<file path="src/rtl/uart_rx_os16_if.sv">
// Receive-side bundle between uart_rx_os16 and its byte consumer.
// The receiver drives data, status pulses and busy; the consumer drives ready.
interface uart_rx_os16_if;
    logic [7:0] dout_rx;
    logic       valid;
    logic       ready;
    logic       done_rx;
    logic       frame_err;
    logic       overrun;
    logic       busy;
`ifdef UART_RX_PARITY_EN
    logic       parity_err;
`endif

    modport master (
        output dout_rx,
        output valid,
        input  ready,
        output done_rx,
        output frame_err,
        output overrun,
`ifdef UART_RX_PARITY_EN
        output parity_err,
`endif
        output busy
    );

    modport slave (
        input  dout_rx,
        input  valid,
        output ready,
        input  done_rx,
        input  frame_err,
        input  overrun,
`ifdef UART_RX_PARITY_EN
        input  parity_err,
`endif
        input  busy
    );
endinterface

</file>
<file path="src/rtl/uart_rx_os16.sv">
// 16x-oversampled 8N1 UART receiver, 3-sample majority vote; parity via UART_RX_PARITY_EN.
// Latency: start edge to done_rx/valid ~ 2 + 16*OS_DIV*9.5 cycles.
// Backpressure: one-entry buffer; a good frame arriving while full is dropped and flagged overrun.
module uart_rx_os16 #(
    parameter int clk_freq = 1000000,
    parameter int baud     = 9600
`ifdef UART_RX_PARITY_EN
    ,
    parameter bit PARITY_ODD = 1'b0
`endif
) (
    input  logic           clk,
    input  logic           rst,
    input  logic           rx,
    uart_rx_os16_if.master out_if
);

    localparam int OS_DIV = clk_freq / (baud * 16);
    localparam int TW     = (OS_DIV > 1) ? $clog2(OS_DIV) : 1;

    if (OS_DIV < 1) begin : g_os_div_check
        $error("uart_rx_os16: clk_freq/(baud*16) must be at least 1");
    end

    typedef enum logic [2:0] {
        S_IDLE,
        S_START,
        S_DATA,
        S_STOP
`ifdef UART_RX_PARITY_EN
        ,
        S_PARITY
`endif
    } state_t;

    state_t          state_q, state_d;
    logic            rx_meta_q, rx_meta_d;
    logic            rx_s_q, rx_s_d;
    logic            armed_q, armed_d;
    logic [TW-1:0]   tick_q, tick_d;
    logic [3:0]      os_cnt_q, os_cnt_d;
    logic [3:0]      bit_idx_q, bit_idx_d;
    logic [7:0]      shift_q, shift_d;
    logic            s7_q, s7_d;
    logic            s8_q, s8_d;
    logic [7:0]      dout_q, dout_d;
    logic            valid_q, valid_d;
    logic            done_q, done_d;
    logic            ferr_q, ferr_d;
    logic            ovr_q, ovr_d;
    logic            busy_q, busy_d;
`ifdef UART_RX_PARITY_EN
    logic            par_bad_q, par_bad_d;
    logic            perr_q, perr_d;
`endif

    logic os_tick;
    logic mid;
    logic wrap;
    logic maj;
    logic good;
    logic hs;

    assign os_tick = (tick_q == TW'(OS_DIV - 1));
    assign mid     = os_tick && (os_cnt_q == 4'd9);
    assign wrap    = os_tick && (os_cnt_q == 4'd15);
    assign maj     = (s7_q & s8_q) | (s7_q & rx_s_q) | (s8_q & rx_s_q);
    assign hs      = valid_q & out_if.ready;

    always_comb begin
        rx_meta_d = rx;
        rx_s_d    = rx_meta_q;
        state_d   = state_q;
        armed_d   = armed_q;
        tick_d    = os_tick ? '0 : tick_q + TW'(1);
        os_cnt_d  = os_cnt_q;
        bit_idx_d = bit_idx_q;
        shift_d   = shift_q;
        s7_d      = s7_q;
        s8_d      = s8_q;
        dout_d    = dout_q;
        valid_d   = valid_q;
        done_d    = 1'b0;
        ferr_d    = 1'b0;
        ovr_d     = 1'b0;
        good      = 1'b0;
`ifdef UART_RX_PARITY_EN
        par_bad_d = par_bad_q;
        perr_d    = 1'b0;
`endif

        if (state_q != S_IDLE && os_tick) begin
            os_cnt_d = os_cnt_q + 4'd1;
            if (os_cnt_q == 4'd7) s7_d = rx_s_q;
            if (os_cnt_q == 4'd8) s8_d = rx_s_q;
        end

        case (state_q)
            S_IDLE: begin
                os_cnt_d = '0;
                if (rx_s_q) begin
                    armed_d = 1'b1;
                end else if (armed_q) begin
                    state_d  = S_START;
                    tick_d   = '0;
                    os_cnt_d = '0;
`ifdef UART_RX_PARITY_EN
                    par_bad_d = 1'b0;
`endif
                end
            end
            S_START: begin
                if (mid) begin
                    if (!maj) begin
                        state_d   = S_DATA;
                        bit_idx_d = '0;
                    end else begin
                        state_d = S_IDLE;
                    end
                end
            end
            S_DATA: begin
                // bit_idx 0 is the tail of the start bit; data bit n lives at index n+1
                if (mid && bit_idx_q != 4'd0) shift_d = {maj, shift_q[7:1]};
                if (wrap) begin
                    if (bit_idx_q == 4'd8) begin
`ifdef UART_RX_PARITY_EN
                        state_d = S_PARITY;
`else
                        state_d = S_STOP;
`endif
                    end else begin
                        bit_idx_d = bit_idx_q + 4'd1;
                    end
                end
            end
`ifdef UART_RX_PARITY_EN
            S_PARITY: begin
                if (mid) par_bad_d = (maj != ((^shift_q) ^ PARITY_ODD));
                if (wrap) state_d = S_STOP;
            end
`endif
            S_STOP: begin
                if (mid) begin
                    state_d = S_IDLE;
                    armed_d = 1'b0;
                    ferr_d  = ~maj;
`ifdef UART_RX_PARITY_EN
                    perr_d  = par_bad_q;
                    good    = maj & ~par_bad_q;
`else
                    good    = maj;
`endif
                end
            end
            default: state_d = S_IDLE;
        endcase

        if (hs) valid_d = 1'b0;
        if (good) begin
            done_d = 1'b1;
            if (!valid_q || hs) begin
                dout_d  = shift_q;
                valid_d = 1'b1;
            end else begin
                ovr_d = 1'b1;
            end
        end

        busy_d = (state_d != S_IDLE);
    end

    always_ff @(posedge clk) begin
        if (rst) begin
            state_q   <= S_IDLE;
            rx_meta_q <= 1'b1;
            rx_s_q    <= 1'b1;
            armed_q   <= 1'b0;
            tick_q    <= '0;
            os_cnt_q  <= '0;
            bit_idx_q <= '0;
            shift_q   <= '0;
            s7_q      <= 1'b0;
            s8_q      <= 1'b0;
            dout_q    <= '0;
            valid_q   <= 1'b0;
            done_q    <= 1'b0;
            ferr_q    <= 1'b0;
            ovr_q     <= 1'b0;
            busy_q    <= 1'b0;
`ifdef UART_RX_PARITY_EN
            par_bad_q <= 1'b0;
            perr_q    <= 1'b0;
`endif
        end else begin
            state_q   <= state_d;
            rx_meta_q <= rx_meta_d;
            rx_s_q    <= rx_s_d;
            armed_q   <= armed_d;
            tick_q    <= tick_d;
            os_cnt_q  <= os_cnt_d;
            bit_idx_q <= bit_idx_d;
            shift_q   <= shift_d;
            s7_q      <= s7_d;
            s8_q      <= s8_d;
            dout_q    <= dout_d;
            valid_q   <= valid_d;
            done_q    <= done_d;
            ferr_q    <= ferr_d;
            ovr_q     <= ovr_d;
            busy_q    <= busy_d;
`ifdef UART_RX_PARITY_EN
            par_bad_q <= par_bad_d;
            perr_q    <= perr_d;
`endif
        end
    end

    assign out_if.dout_rx   = dout_q;
    assign out_if.valid     = valid_q;
    assign out_if.done_rx   = done_q;
    assign out_if.frame_err = ferr_q;
    assign out_if.overrun   = ovr_q;
    assign out_if.busy      = busy_q;
`ifdef UART_RX_PARITY_EN
    assign out_if.parity_err = perr_q;
`endif

endmodule

</file>
<file path="src/flat_wrapper.sv">
// flat-port wrapper written by rule: the top's interface ports become plain ports
module uart_rx_os16_flat 
#(
    parameter int clk_freq = 1000000,
    parameter int baud     = 9600

)
  (clk, rst, rx, out_if_dout_rx, out_if_valid, out_if_ready, out_if_done_rx, out_if_frame_err, out_if_overrun, out_if_busy);
  uart_rx_os16_if out_if_i ();
  input  logic clk;
  input  logic rst;
  input  logic rx;
  output wire logic [$bits(out_if_i.dout_rx)-1:0] out_if_dout_rx;
  output wire logic [$bits(out_if_i.valid)-1:0] out_if_valid;
  input wire logic [$bits(out_if_i.ready)-1:0] out_if_ready;
  output wire logic [$bits(out_if_i.done_rx)-1:0] out_if_done_rx;
  output wire logic [$bits(out_if_i.frame_err)-1:0] out_if_frame_err;
  output wire logic [$bits(out_if_i.overrun)-1:0] out_if_overrun;
  output wire logic [$bits(out_if_i.busy)-1:0] out_if_busy;
  assign out_if_dout_rx = out_if_i.dout_rx;
  assign out_if_valid = out_if_i.valid;
  assign out_if_i.ready = out_if_ready;
  assign out_if_done_rx = out_if_i.done_rx;
  assign out_if_frame_err = out_if_i.frame_err;
  assign out_if_overrun = out_if_i.overrun;
  assign out_if_busy = out_if_i.busy;
  uart_rx_os16 #(.clk_freq(clk_freq), .baud(baud)) u_core (.clk(clk), .rst(rst), .rx(rx), .out_if(out_if_i));
endmodule
</file>
<file path="config.mk">
export PLATFORM = sky130hd
export DESIGN_NAME = uart_rx_os16_flat
export DESIGN_NICKNAME = d
export VERILOG_FILES = /design/src/rtl/uart_rx_os16_if.sv /design/src/rtl/uart_rx_os16.sv /design/src/flat_wrapper.sv
export SDC_FILE = /design/constraint.sdc
export NUM_CORES = 1
export LEC_CHECK = 0
export BUFFER_PORTS_ARGS = -buffer_cell sky130_fd_sc_hd__buf_4
export CORE_UTILIZATION = 45
export CTS_BUF_LIST = sky130_fd_sc_hd__clkbuf_8
export CTS_CLUSTER_SIZE = 16
export DETAILED_ROUTE_END_ITERATION = 8
export GPL_ROUTABILITY_DRIVEN = 0
export PLACE_DENSITY_LB_ADDON = 0.2
export REMOVE_ABC_BUFFERS = 1
export SYNTH_ARGS = -nofsm -noshare
export SYNTH_HDL_FRONTEND = slang
export SYNTH_SLANG_ARGS = --single-unit
</file>
<file path="constraint.sdc">
create_clock -name clk -period 4.25 [get_ports clk]
set_input_delay 0.425 -clock clk [delete_from_list [all_inputs] [get_ports clk]]
set_output_delay 0.425 -clock clk [all_outputs]
set_load 0.01 [all_outputs]
</file>
Yosys cells after proc, flatten, opt, wreduce, memory -nomap -nowiden
Cells that the tools add are included.

Bitwise gates (word level): 10. Eq/ne operators: 15. $add $sub $neg: 3. Mux-type cells: 27. Reduce and logical (&&, ||, !) cells: 21.

Operators with widths (number): $mux 3 (10); $eq 4x4->1 const B (4); $mux 4 (4); $pmux 3 s4 (1); $mux 1 (9); $add 4x1->4 const B (2); $ne 2x1->1 const B (4); $pmux 4 s2 (1); $reduce_and 2->1 (4); $eq 3x2->1 const B (2); $reduce_bool 3->1 (2); $reduce_and 5->1 (1); $and 1x1->1 (4); $eq 4x3->1 const B (1); $logic_and 1x1->1 (4); $ne 2x2->1 const B (2); $not 1->1 (4); $reduce_bool 2->1 (2); $reduce_bool 4->1 (1); $reduce_or 2->1 (2); $add 3x1->3 const B (1); $eq 3x1->1 const B (1); $eq 3x3->1 const B (1); $logic_not 3->1 (1); 7 further kinds (8).

Logic and storage cells: 92. Output and inout bits: 13. Bits in registers: 40.

Logic depth before layout (Yosys ltp)
Gate-level depths: netlist of run 1.

Word-level depth: 7. Mapped depth: 7. Depth with buffers taken out: 6.

Worst setup path before layout of run 1
Ideal clock, no wire load.

Path type: reg2reg. Start point: register u_core.os_cnt_q[0]. End point: register u_core.busy_q (netlist: u_core.out_if.busy). Slack: 2755 ps. Data arrival time: 1414 ps. Cell stages (with the launch flop): 6. Path buffers: 0. Path through: dfxtp_1 > ha_1 > and4b_1 > nand2_1 > or3_1 > a41oi_1.

Word-level cells in the longest chain between the ends: 5. Elaborated cells on any way between the ends: 9. Classes of those cells: eq/ne (2); mux (4); reduce/logical (3).

Ends and longest elaborated chain: start: declaration (line uart_rx_os16.sv:41) `logic [3:0] os_cnt_q, os_cnt_d;`; start signal: assignment (line uart_rx_os16.sv:201) `os_cnt_q <= os_cnt_d;`; $eq 4x4->1 (on tied branches) (line uart_rx_os16.sv:65, uart_rx_os16.sv:66); $logic_and 1x1->1 (on tied branches) (line uart_rx_os16.sv:65, uart_rx_os16.sv:66); $mux 3 (on tied branches) (line uart_rx_os16.sv:144, uart_rx_os16.sv:113, uart_rx_os16.sv:125); $pmux 3 s4 (*) (line uart_rx_os16.sv:98) `case (state_q)`; $reduce_bool 3->1 (*) (line uart_rx_os16.sv:170) `busy_d = (state_d != S_IDLE);`; end signal: assignment (line uart_rx_os16.sv:211) `busy_q <= busy_d;`; end: declaration (line uart_rx_os16.sv:51) `logic busy_q, busy_d;`.

Every way passes the cells marked *; elsewhere a longest branch is shown, timed or not. A chain may end at the register's enable or synchronous reset.

Worst setup path in the final report of run 1
Start point: register u_core.state_q[1]. End point: register u_core.shift_q[5].

Word-level cells in the longest chain between the ends: 2.

Ends and longest elaborated chain: start: declaration (line uart_rx_os16.sv:36) `state_t state_q, state_d;`; start signal: assignment (line uart_rx_os16.sv:196) `state_q <= state_d;`; $eq 3x2->1 (line uart_rx_os16.sv:98); $reduce_and 2->1 (no source line); end signal: assignment (line uart_rx_os16.sv:203) `shift_q <= shift_d;`; end: declaration (line uart_rx_os16.sv:43) `logic [7:0] shift_q, shift_d;`.

Every way passes these cells.

==> run metrics, run 1 <==
Vias/cell=5.36; initial DRC count=79; reg2reg path depth=4; Post-CTS Setup Inserts=0; Critical Path AT=2.32 ns; Slew Viols, Final=0; Setup violations, final=0; buffers added on ports=16; Syn. warnings=0; Max stage delay cell, worst path=nor4b_2; DRT Pass-1 Iters=4; Fmax achieved=466 MHz; Longest Clk Path Bufs=2; Comb power frac=0.024; status=finished, final reports clean; most common cell after layout, fill and taps aside=dfxtp_1; CTS Sinks=40; switching portion of total power=0.184; Worst setup SP type=register; Mean Syn Cell Area=9.24 um2; Max Cap Viol=0; most frequent cells in the layout=dfxtp_1 (40), nor2_1 (21), a21oi_1 (16), buf_4 (16), mux2i_1 (12); Worst-Margin Slew=1.08 ns; unrepaired setup endpoints after global routing=no; sequential-to-total area share from yosys stat=0.479; Die Y-Extent=63.0 um; hold-fix buffer count after cts=0; top_reg_cell synth=dfxtp_1; Pleak=0.707 nW; minimum clock period=2.15 ns; CTS tree=done; DRC Markers=0; Ports=17; mux contribution to synthesized area=0.0718; Clock transition at path regs=0.08 ns; XOR/XNOR share of the synthesized area=0.0209; H-tree depth=2; Initial Util=0.486; mapped cell area=1670 um2; final hold violation count=0; period utilization=0.505; Core Util, Final=0.563; cell area power density=390 nW/um2; hold path cells=2; switching power=0.000139 W; simple-gate share of the synthesized area=0.246; Worst Slack Setup Final=2.10 ns; clock latency at the later pin of the worst-skew pair=0.29 ns; register share of total power=0.507; final WL=2.95 mm; routed length per instance=12.2 um; Setup WS pre-CTS=2.09 ns; Synth Register Bits=40; Antenna Nets Post-Route=0; via count=1297; largest family of logic cells by synthesized area=simple AND/OR/NAND/NOR gates; total grt overflow=0; area of the core=3440 um2; critical-path cell list=nor3b_4, nor4b_2, mux2i_1, nor2_1; clk root buf=clkbuf_8; die area=3970 um2; Data required, critical path=4.42 ns; initial antenna violation count=0; Crit Path Max Fanout=8; Mapped Cells=181; Inserted Diodes=0; Max Clock Skew=0.00954 ns; CTS-repair resized insts=0; Crit Path Class=reg -> reg; IR drop worst, VDD=212 uV; worst hold path type=in -> reg; first-pass GRT wire length=5.09 mm; layout cell share with drive strength beyond 1=0.153; die width=63.0 um; Pint=0.000617 W; Post-synth EDFFs=0; CP endpoint kind=register; all-layer global routing usage=0.164; Synth Area in Adders=0.0434; crit-path max cell delay=0.91 ns; row count=21; Num CTS Buffers=5; Slew HR=0.280; library cells used by synthesis=36; Synth-to-Final Area Change=15.9%; async set-reset flop share out of synthesis=0; Synth Area in Compound Gates=0.0995; clock power share=0.469; largest net degree at the start of global routing=29; half-perimeter wire length after placement=2.18 mm; Net count, final=205; vias in the first global route=1157; setup TNS=0 ns
==> critical path, delay by kind of cell, from the launching register on <==
family | cells | cell delay (ns)
DFF | 1 | 0.46
muxes | 1 | 0.31
and+or+nand+nor | 3 | 1.26
==> registers in the layout, indices dropped and copies added, names as in the netlist <==
register / cells
u_core.shift_q: 8
u_core.s7_q: 1
u_core.s8_q: 1
u_core.state_q: 3
u_core.out_if.valid: 1
u_core.rx_meta_q: 1
u_core.tick_q: 3
u_core.out_if.dout_rx: 8
u_core.bit_idx_q: 4
u_core.out_if.frame_err: 1
u_core.armed_q: 1
u_core.out_if.busy: 1
u_core.out_if.done_rx: 1
u_core.os_cnt_q: 4
u_core.rx_s_q: 1
u_core.out_if.overrun: 1
==> through the flow <==
stage,total power (W),instance area (um2),instances,hold WS [ns]
2_1_floorplan,0.000401,1630,173,0.389
3_3_place_gp,0.000409,1810,235,0.402
3_5_place_dp,0.000410,1810,235,0.408
4_1_cts,0.000763,1940,242,0.310
5_1_grt,0.000784,1940,242,0.304
6_report,0.000756,1940,242,0.318
==> power by group through the flow <==
stage	combinational [W]	clock, W	sequential [W]
floorplan	0.0000102	0	0.000391
global placement	0.0000174	0	0.000392
CTS	0.0000180	0.000362	0.000383
finish	0.0000180	0.000355	0.000384
global route	0.0000195	0.000381	0.000384
detailed placement	0.0000180	0	0.000392
==> Yosys cell counts (2+ instances only) <==
library cell | count | area (um2)
o21ai_0 | 9 | 45.0
or2_2 | 4 | 25.0
nor2b_1 | 2 | 12.5
ha_1 | 5 | 62.6
nand4_1 | 4 | 25.0
inv_1 | 6 | 22.5
nor3b_1 | 3 | 22.5
nor3_1 | 6 | 30.0
nand3b_1 | 5 | 37.5
nor2_1 | 21 | 78.8
dfxtp_1 | 40 | 801
nand3_1 | 10 | 50.1
nand2_1 | 10 | 37.5
buf_4 | 2 | 15.0
a21oi_1 | 16 | 80.1
mux2i_1 | 12 | 120
xnor2_1 | 3 | 26.3
clkbuf_1 | 3 | 11.3
and3_1 | 2 | 12.5
buf_2 | 2 | 10.0
==> final timing paths <==
kind	endpoint	from	slack [ns]
setup / recovery	u_core.shift_q[5]	u_core.state_q[1]	2.10
hold / removal	u_core.rx_meta_q	rx	0.32
setup reg to reg	u_core.shift_q[5]	u_core.state_q[1]	2.10
hold reg to reg	u_core.rx_s_q	u_core.rx_meta_q	0.42
==> cells by family (layout without fill, tap and decap cells) <==
kind of cell	after synthesis	in the layout
other cells	1	1
fa+ha+maj	6	6
simple gates	75	75
compound gates	29	29
xor+xnor	4	4
buf+inv	14	29
mux	12	12
flops	40	40
==> routing by layer <==
layer / wire [um] / share of wire / track usage / vias up
met2: 1300 / 0.44 / 0.247 / 30
met5: 0 / 0 / 0 / -
met4: 48 / 0.016 / 0.0698 / 0
met1: 1500 / 0.51 / 0.213 / 605
met3: 111 / 0.038 / 0.0547 / 7
li1: - / - / - / 655
==> area by class of cell <==
cell class,count,area (um2)
clock buffer,5,68.8
tap,46,57.6
inverter,6,22.5
timing repair buffer,16,120
fill,310,1500
clock inverter,2,60.1
multi-input combinational,127,810
sequential,40,801
Power figures use the tool's default switching activity.
==> run 2: changes to the inputs <==
clock period = 2.2 ns   (was 4.25 ns; I/O delays follow)
==> run metrics, run 2 (synthesis gave the netlist of run 1 again) <==
cell area power density=723 nW/um2; minimum clock period=1.77 ns; H-tree depth=2; DRT Pass-1 Iters=4; initial DRC count=39; first-pass GRT wire length=5.59 mm; Fmax achieved=566 MHz; most frequent cells in the layout=dfxtp_1 (40), nor2_1 (21), buf_4 (17); Pleak=0.710 nW; Slew Viols, Final=0; reg2reg setup slack=0.43 ns; largest net degree at the start of global routing=29; Max Clock Skew=0.00512 ns; die area=3970 um2; Initial Util=0.486; Hold Path Sink=u_core.rx_meta_q; clock latency at the later pin of the worst-skew pair=0.30 ns; reg2reg path depth=5; Setup violations, final=0; row count=21; Num CTS Buffers=5; Crit Path Class=reg -> reg; GR Util met1=0.225; GR Layer Usage met2=0.289; total grt overflow=0; worst hold path type=in -> reg; critical path launch point=u_core.os_cnt_q[0]; WHS=0.104 ns; Critical Path AT=1.93 ns; hold path cells=2; Synth-to-Final Area Change=15.9%; CTS-repair resized insts=0; GRT busiest layer=met2; Pint=0.00112 W; switching portion of total power=0.204; buffers added on ports=16; Ports=17; most common cell after layout, fill and taps aside=dfxtp_1; half-perimeter wire length after placement=2.23 mm; Vias/cell=5.18; Worst setup SP type=register; die width=63.0 um; Die Y-Extent=63.0 um; CP endpoint kind=register; layout cell share with drive strength beyond 1=0.162; Longest Clk Path Bufs=2; vias in the first global route=1232; DRC Markers=0; Worst-Margin Slew=0.697 ns; Net count, final=206; Data required, critical path=2.37 ns; Crit Path Max Fanout=5; period utilization=0.804; switching power=0.000285 W; IR drop worst, VDD=475 uV; hold-fix buffer count after cts=0; CTS Sinks=40; hold_sp=rx; clk root buf=clkbuf_8; final hold violation count=0; Slew HR=0.532; final WL=3.13 mm; area of the core=3440 um2; all-layer global routing usage=0.181; Antenna Nets Post-Route=0; unrepaired setup endpoints after global routing=no; CTS tree=done; met3 Use GR=0.0675; Worst R2R End=u_core.bit_idx_q[2]; status=finished, final reports clean; Clock transition at path regs=0.07 ns; Max Cap Viol=0; Inserted Diodes=0; R2R Path Start=u_core.os_cnt_q[0]; register share of total power=0.529; Post-CTS Setup Inserts=0; setup TNS=0 ns; routed length per instance=12.8 um; Comb power frac=0.025; clock power share=0.446; via count=1265; initial antenna violation count=0
==> run 2: worst max-delay path by stage <==
stage | end | cells past startpoint | slack (ns)
after global routing | u_core.out_if.dout_rx[3] | 4 | 0.24
after detailed placement | u_core.bit_idx_q[2] | 5 | 0.46
after global placement | u_core.bit_idx_q[1] | 6 | 0.57
after floorplan | u_core.shift_q[0] | 6 | 0.30
final | u_core.bit_idx_q[2] | 5 | 0.43
after CTS | u_core.bit_idx_q[2] | 5 | 0.44
==> run 2: routing by layer <==
metal  part of all wire  wire (um)  vias to the layer above
met5                  0          0                        -
met4              0.013         40                        0
met3              0.041        130                        6
met2               0.45       1420                       27
met1               0.49       1540                      571
li1                   -          -                      661
==> run 2: area by class of cell <==
| type | count | area [um2] |
|---|---|---|
| Tap cell | 46 | 57.6 |
| Fill cell | 305 | 1500 |
| Timing Repair Buffer | 17 | 128 |
| Multi-Input combinational cell | 127 | 810 |
| Clock inverter | 2 | 38.8 |
| Clock buffer | 6 | 82.6 |
| Inverter | 6 | 22.5 |
| Sequential cell | 40 | 801 |
==> run 2: power groups by stage <==
stage / Sequential (W) / Combinational (W) / Clock, W
floorplan: 0.000756 / 0.0000197 / 0
global placement: 0.000757 / 0.0000335 / 0
detailed placement: 0.000758 / 0.0000354 / 0
CTS: 0.000741 / 0.0000357 / 0.000639
global route: 0.000742 / 0.0000401 / 0.000680
finish: 0.000741 / 0.0000354 / 0.000626
==> run 2: critical path, cell delays in order, from the launching register on <==
cell	delay [ns]
dfxtp_1	0.42
ha_1	0.19
and4b_1	0.26
nand2_1	0.13
o41ai_2	0.54
nor2_1	0.10
==> run 2: through the flow <==
| step | worst slack, ns | total power (W) | cells | area [um2] | utilization |
|---|---|---|---|---|---|
| floorplan | 0.304 | 0.000775 | 173 | 1630 | - |
| global placement | 0.568 | 0.000790 | 236 | 1820 | 0.528 |
| detailed placement | 0.456 | 0.000793 | 236 | 1820 | 0.528 |
| CTS | 0.444 | 0.00142 | 244 | 1940 | 0.563 |
| global route | 0.237 | 0.00146 | 244 | 1940 | 0.563 |
| finish | 0.432 | 0.00140 | 244 | 1940 | 0.563 |
